File: src/rtl/fifo_param.sv
// fifo_param: parametrised single-clock FIFO
// standard or first-word-fall-through read, flush, count and flags
module fifo_param #(
  parameter int WIDTH     = 16,
  parameter int DEPTH     = 8,
  parameter int AF_THRESH = DEPTH - 2,
  parameter int AE_THRESH = 1,
  parameter int FWFT      = 0
) (
  input  logic                     clk,
  input  logic                     rst,
  input  logic                     flush,
  input  logic [WIDTH-1:0]         din,
  input  logic                     wr,
  input  logic                     rd,
  output logic [WIDTH-1:0]         dout,
  output logic                     valid,
  output logic                     full,
  output logic                     almostfull,
  output logic                     empty,
  output logic                     almostempty,
  output logic                     over,
  output logic                     under,
  output logic [$clog2(DEPTH):0]   count
);

  localparam int AW = $clog2(DEPTH);
  localparam int CW = AW + 1;

  if (WIDTH < 1 || DEPTH < 2 ||
      (DEPTH & (DEPTH - 1)) != 0 ||
      AF_THRESH < 1 || AF_THRESH > DEPTH ||
      AE_THRESH < 0 || AE_THRESH > DEPTH - 1)
  begin : g_bad_param
    $error("fifo_param: illegal parameters");
  end

  logic [WIDTH-1:0] mem [DEPTH];
  logic [AW-1:0]    wptr;
  logic [AW-1:0]    rptr;
  logic             wr_ok;
  logic             rd_ok;
  logic [CW-1:0]    count_nx;

  // accept decisions use the registered pre-edge flags
  always_comb begin
    wr_ok    = wr & (~full | rd);
    rd_ok    = rd & ~empty;
    count_nx = count + CW'(wr_ok) - CW'(rd_ok);
  end

  // storage array, deliberately left out of reset
  always_ff @(posedge clk) begin
    if (!flush && wr_ok)
      mem[wptr] <= din;
  end

  // pointers, occupancy and registered flags
  always_ff @(posedge clk or posedge rst) begin
    if (rst) begin
      wptr        <= '0;
      rptr        <= '0;
      count       <= '0;
      full        <= 1'b0;
      almostfull  <= 1'b0;
      empty       <= 1'b1;
      almostempty <= 1'b1;
      over        <= 1'b0;
      under       <= 1'b0;
    end else if (flush) begin
      wptr        <= '0;
      rptr        <= '0;
      count       <= '0;
      full        <= 1'b0;
      almostfull  <= 1'b0;
      empty       <= 1'b1;
      almostempty <= 1'b1;
      over        <= 1'b0;
      under       <= 1'b0;
    end else begin
      if (wr_ok)
        wptr <= wptr + 1'b1;
      if (rd_ok)
        rptr <= rptr + 1'b1;
      count       <= count_nx;
      full        <= (count_nx == CW'(DEPTH));
      almostfull  <= (count_nx >= CW'(AF_THRESH));
      empty       <= (count_nx == '0);
      almostempty <= (count_nx <= CW'(AE_THRESH));
      over        <= wr & ~wr_ok;
      under       <= rd & ~rd_ok;
    end
  end

  if (FWFT != 0) begin : g_fwft
    // head word is always presented; zero while empty
    always_comb begin
      dout  = empty ? '0 : mem[rptr];
      valid = ~empty;
    end
  end else begin : g_std
    // one-cycle read latency, dout holds between reads
    always_ff @(posedge clk or posedge rst) begin
      if (rst) begin
        dout  <= '0;
        valid <= 1'b0;
      end else if (flush) begin
        valid <= 1'b0;
      end else begin
        valid <= rd_ok;
        if (rd_ok)
          dout <= mem[rptr];
      end
    end
  end

endmodule

File: config.mk
export PLATFORM = sky130hd
export DESIGN_NAME = fifo_param
export DESIGN_NICKNAME = d
export VERILOG_FILES = /design/src/rtl/fifo_param.sv
export SDC_FILE = /design/constraint.sdc
export NUM_CORES = 1
export LEC_CHECK = 0
export CAP_MARGIN = 10
export CORE_ASPECT_RATIO = 1.5
export CORE_MARGIN = 10
export CORE_UTILIZATION = 52
export CTS_CLUSTER_SIZE = 40
export DETAILED_ROUTE_END_ITERATION = 8
export PLACE_DENSITY = 0.75
export SKIP_LAST_GASP = 1
export SYNTH_ARGS = -nofsm -noshare
export SYNTH_HDL_FRONTEND = slang
export SYNTH_SLANG_ARGS = --single-unit
File: constraint.sdc
create_clock -name clk -period 2.5 [get_ports clk]
set_input_delay 0.375 -clock clk [delete_from_list [all_inputs] [get_ports clk]]
set_output_delay 0.375 -clock clk [all_outputs]
set_load 0.01 [all_outputs]
==> flow_summary.yaml, run 1 <==
clock_tree:
  cts.root.buffer_cell: "sky130_fd_sc_hd__clkbuf_16"
  htree_levels: 4
  clock_latency_ps: 430
  maximum_clock_path_buffer_count: 2
  cts_sinks: 161
  clkSlewWorstSetupHoldPaths_ps: 70
  cts_tree: "yes"
  post_cts.repair.setup_buffers: 0
  cts-hold-fix-buffers: 0
  ctsResizeCount: 0
  cts_inserted_buffers: 17
sta:
  timing.final.setup_violations: 0
  worst-slew-pin-transition_ps: 482
  rsz0062_at_grt: "no"
  worst_slack_ps: 151
  relSlewSlack_pct: 67.9
  timing.final.hold_violations: 0
  hold_ws_ps: 301
  count_of_final_max_slew_check_failures: 0
  clock_skew_ps: 11.2
  final_period_minus_worst_setup_slack_ps: 2350
  final_min_period_over_clock_period_pct: 94.0
  fin_tns_setup_ps: 0
  clock.fmax_ghz: 0.426
global_routing:
  grt_start_max_net_pins: 34
  global_route_wire_length_before_repair_um: 20600
  antenna_found_initial: 0
  via_count_of_the_first_global_routing_pass: 3758
  grt_use_total_pct: 15.5
  overflow: 0
detailed_routing:
  avgRoutedWirePerCell_um: 21.1
  route.top_layer_used: "met4"
  totalWireLength_um: 13200
  route.met3.wl_um: 753
  viasPerCell: 5.72
  remaining_design_rule_violation_count: 0
  antenna_violating_nets_post_route: 0
  number_of_vias_in_the_routed_layout: 3576
  met2WireLength_um: 7110
  wl_met1_um: 4950
  drt-pass1-iter-count: 4
  first_iter_violations: 183
layout:
  antenna_cells: 0
  layout.nets: 487
  final_layout_size_suffix_gt1_share_pct: 23.5
  multiInputGateArea_um2: 1620
  syn2layout_area_growth_pct: 22.5
  nFillCells: 805
  regArea_um2: 4670
floorplan:
  effective_utilization_at_floorplan_pct: 53.4
  coreArea_um2: 12100
  ios: 48
  row_count: 49
  die_h_um: 156
  die_area_um2: 17300
  floorplan.die.width_um: 111
run:
  max_cap_viol_count: 0
logic_synthesis:
  summed_instance_area_of_the_synthesized_netlist_um2: 6440
  synth_top_flop_cell: "sky130_fd_sc_hd__edfxtp_1"
  synth-edff-count: 128
  synthArstFlopShare_pct: 20.5
  ys_types: 39
  ys_seq_elements: 161
  syn_avg_cell_area_um2: 16.9
  synth_cells: 382
  syn_nets: 410
  ys_seq_area_share_pct: 72.5
  synth_warnings: 0
critical_path:
  critical_path.most_common_cell: "sky130_fd_sc_hd__ha_1"
  timing.critical_path.cells: "clkdlybuf4s50_1 > nand2b_1 > nand2_1 > ha_1 > inv_1 > ha_1 > fa_1 > xor2_1 > or3_1 > a211oi_1"
  timing_worst_setup_path_type: "in -> reg"
  timing.critical_path.required_ps: 2830
  critPathCaptureType: "register"
  cp_slowest_cell: "sky130_fd_sc_hd__clkdlybuf4s50_1"
  slowest_delay_ps: 490
  timing.critical_path.fanout_max: 3
  crit_arrival_ps: 2680
  setup.worst_path.start_class: "input port"
pwr:
  power_leakage_nw: 2.81
  ir_drop_mv: 0.962
  power_density_nw_per_um2: 994
placed_design:
  final_hpwl_from_detailed_placement_um: 8030
  post-place-ws_ps: -319
  numPortBuffers: 47
  routabilityCongestion: 0.781
hold_path:
  worstHoldPathType: "in -> async"
outcome:
  run_status: "completed"
[per-layer routing]
layer  vias up  global-route usage (%)
met1      1801                    16.0
met4         0                    7.96
met2       107                    28.0
met3        31                    4.48
met5         -                       0
li1       1637                       -
[path summary, 6_finish.rpt]
path                                      from                   to  slack [ps]  cells past startpoint
min reg2reg                dout[9]$_DFFE_PP0P_  dout[9]$_DFFE_PP0P_         480                      2
max in group asynchronous                  rst      empty$_DFF_PP1_        1900                      3
max reg2reg                    empty$_DFF_PP1_       full$_DFF_PP0_         160                      8
max                                         rd       full$_DFF_PP0_         150                     10
min in group clk           dout[9]$_DFFE_PP0P_  dout[9]$_DFFE_PP0P_         480                      2
min                                        rst  dout[9]$_DFFE_PP0P_         300                      3
[power by group]
| group | total (mW) | leakage [nW] | internal, mW | switching [mW] |
|---|---|---|---|---|
| registers | 3.33 | 1.58 | 3.15 | 0.177 |
| clock network | 2.73 | 0.304 | 1.70 | 1.03 |
| logic | 1.79 | 0.928 | 0.961 | 0.831 |
| total | 7.85 | 2.81 | 5.81 | 2.04 |
[placed cells by master, fill, tap and decap left out, drive strengths merged, types with 4 or more instances in the layout]
cell type / netlist / layout
mux2: 32 / 32
inv: 9 / 11
buf: 14 / 29
nor2b: 4 / 4
ha: 6 / 6
nor2: 11 / 11
nand2b: 5 / 5
clkbuf: 4 / 19
nand2: 20 / 20
a21oi: 6 / 6
o22ai: 16 / 16
clkdlybuf4s50: 0 / 47
o31ai: 18 / 18
clkinv: 0 / 5
dfrtp: 31 / 31
a22o: 16 / 16
edfxtp: 128 / 128
bufinv: 0 / 4
mux2i: 33 / 33
[critical path: cells and delay by family]
kind,cells,cell delay [ps]
adders and majority gates,3,840
and+or+nand+nor,3,540
buffers and inverters,2,530
AOI/OAI and AO/OA,1,240
xor gates and xnor gates,1,160
[per-stage QoR]
step / util (%) / instance area, µm² / instances / power [mW]
final: 65.4 / 7900 / 625 / 7.85
after global routing: 65.4 / 7900 / 625 / 8.18
after global placement: 60.1 / 7260 / 593 / 5.13
after floorplan: - / 6450 / 382 / 4.45
after CTS: 65.3 / 7890 / 625 / 7.90
after detailed placement: 60.1 / 7260 / 593 / 5.18
[sequential cells by signal, indices dropped and copies added (netlist names), 3 cells and up]
register,cells
rptr,3
dout,16
mem,128
wptr,3
count,4
[synth_stat cells (2+ instances only)]
master	number	area share, %
sky130_fd_sc_hd__a22o_1	16	2.2
sky130_fd_sc_hd__nor2b_1	4	0.39
sky130_fd_sc_hd__dfstp_2	2	0.82
sky130_fd_sc_hd__mux2i_1	33	5.1
sky130_fd_sc_hd__o22ai_1	16	1.6
sky130_fd_sc_hd__nor3_1	2	0.16
sky130_fd_sc_hd__buf_4	2	0.23
sky130_fd_sc_hd__clkbuf_1	3	0.17
sky130_fd_sc_hd__o21ai_0	2	0.16
sky130_fd_sc_hd__xor2_1	2	0.27
sky130_fd_sc_hd__o31ai_1	5	0.58
sky130_fd_sc_hd__xnor2_1	2	0.27
sky130_fd_sc_hd__or3_1	3	0.29
sky130_fd_sc_hd__edfxtp_1	128	60
sky130_fd_sc_hd__mux2_2	32	5.6
sky130_fd_sc_hd__buf_2	5	0.39
sky130_fd_sc_hd__nand3_1	3	0.23
sky130_fd_sc_hd__nand2_1	20	1.2
sky130_fd_sc_hd__a21oi_1	6	0.47
sky130_fd_sc_hd__nor2_1	11	0.64
sky130_fd_sc_hd__dfrtp_1	31	12
sky130_fd_sc_hd__buf_6	7	1.2
sky130_fd_sc_hd__nand2b_1	5	0.49
sky130_fd_sc_hd__inv_1	9	0.52
sky130_fd_sc_hd__o31ai_2	13	2.5
sky130_fd_sc_hd__and3_1	2	0.19
sky130_fd_sc_hd__ha_1	6	1.2
[logic make-up (layout without fill, tap and decap cells)]
| family | count (synthesis) | in the layout | synth area share, % |
|---|---|---|---|
| AO/OA/AOI/OAI | 62 | 62 | 7.92 |
| XOR/XNOR | 4 | 4 | 0.544 |
| adder cells (fa/ha/maj) | 7 | 7 | 1.48 |
| AND/OR/NAND/NOR | 56 | 56 | 4.23 |
| buffers and inverters | 27 | 117 | 2.62 |
| multiplexers | 65 | 65 | 10.7 |
| flip-flops | 161 | 161 | 72.5 |
[area by class of cell]
type / count / share of cell area (%)
clock buffer: 19 / 5.61
clock inverter: 13 / 2.35
inverter: 9 / 0.428
multi-input combinational: 194 / 20.5
sequential: 161 / 59.2
tap: 153 / 2.42
timing repair buffer: 76 / 9.51
No activity file was read; power rests on OpenSTA's default activity.
==> inputs of run 2 (changes only) <==
--- a/config.mk
+++ b/config.mk
@@ -5,6 +5,7 @@
 export SDC_FILE = /design/constraint.sdc
 export NUM_CORES = 1
 export LEC_CHECK = 0
+export ABC_CLOCK_PERIOD_IN_PS = 2500
 export CAP_MARGIN = 10
 export CORE_ASPECT_RATIO = 1.5
 export CORE_MARGIN = 10
==> results of run 2 <==
Final layout, timing and power as in run 1 (identical DEF).
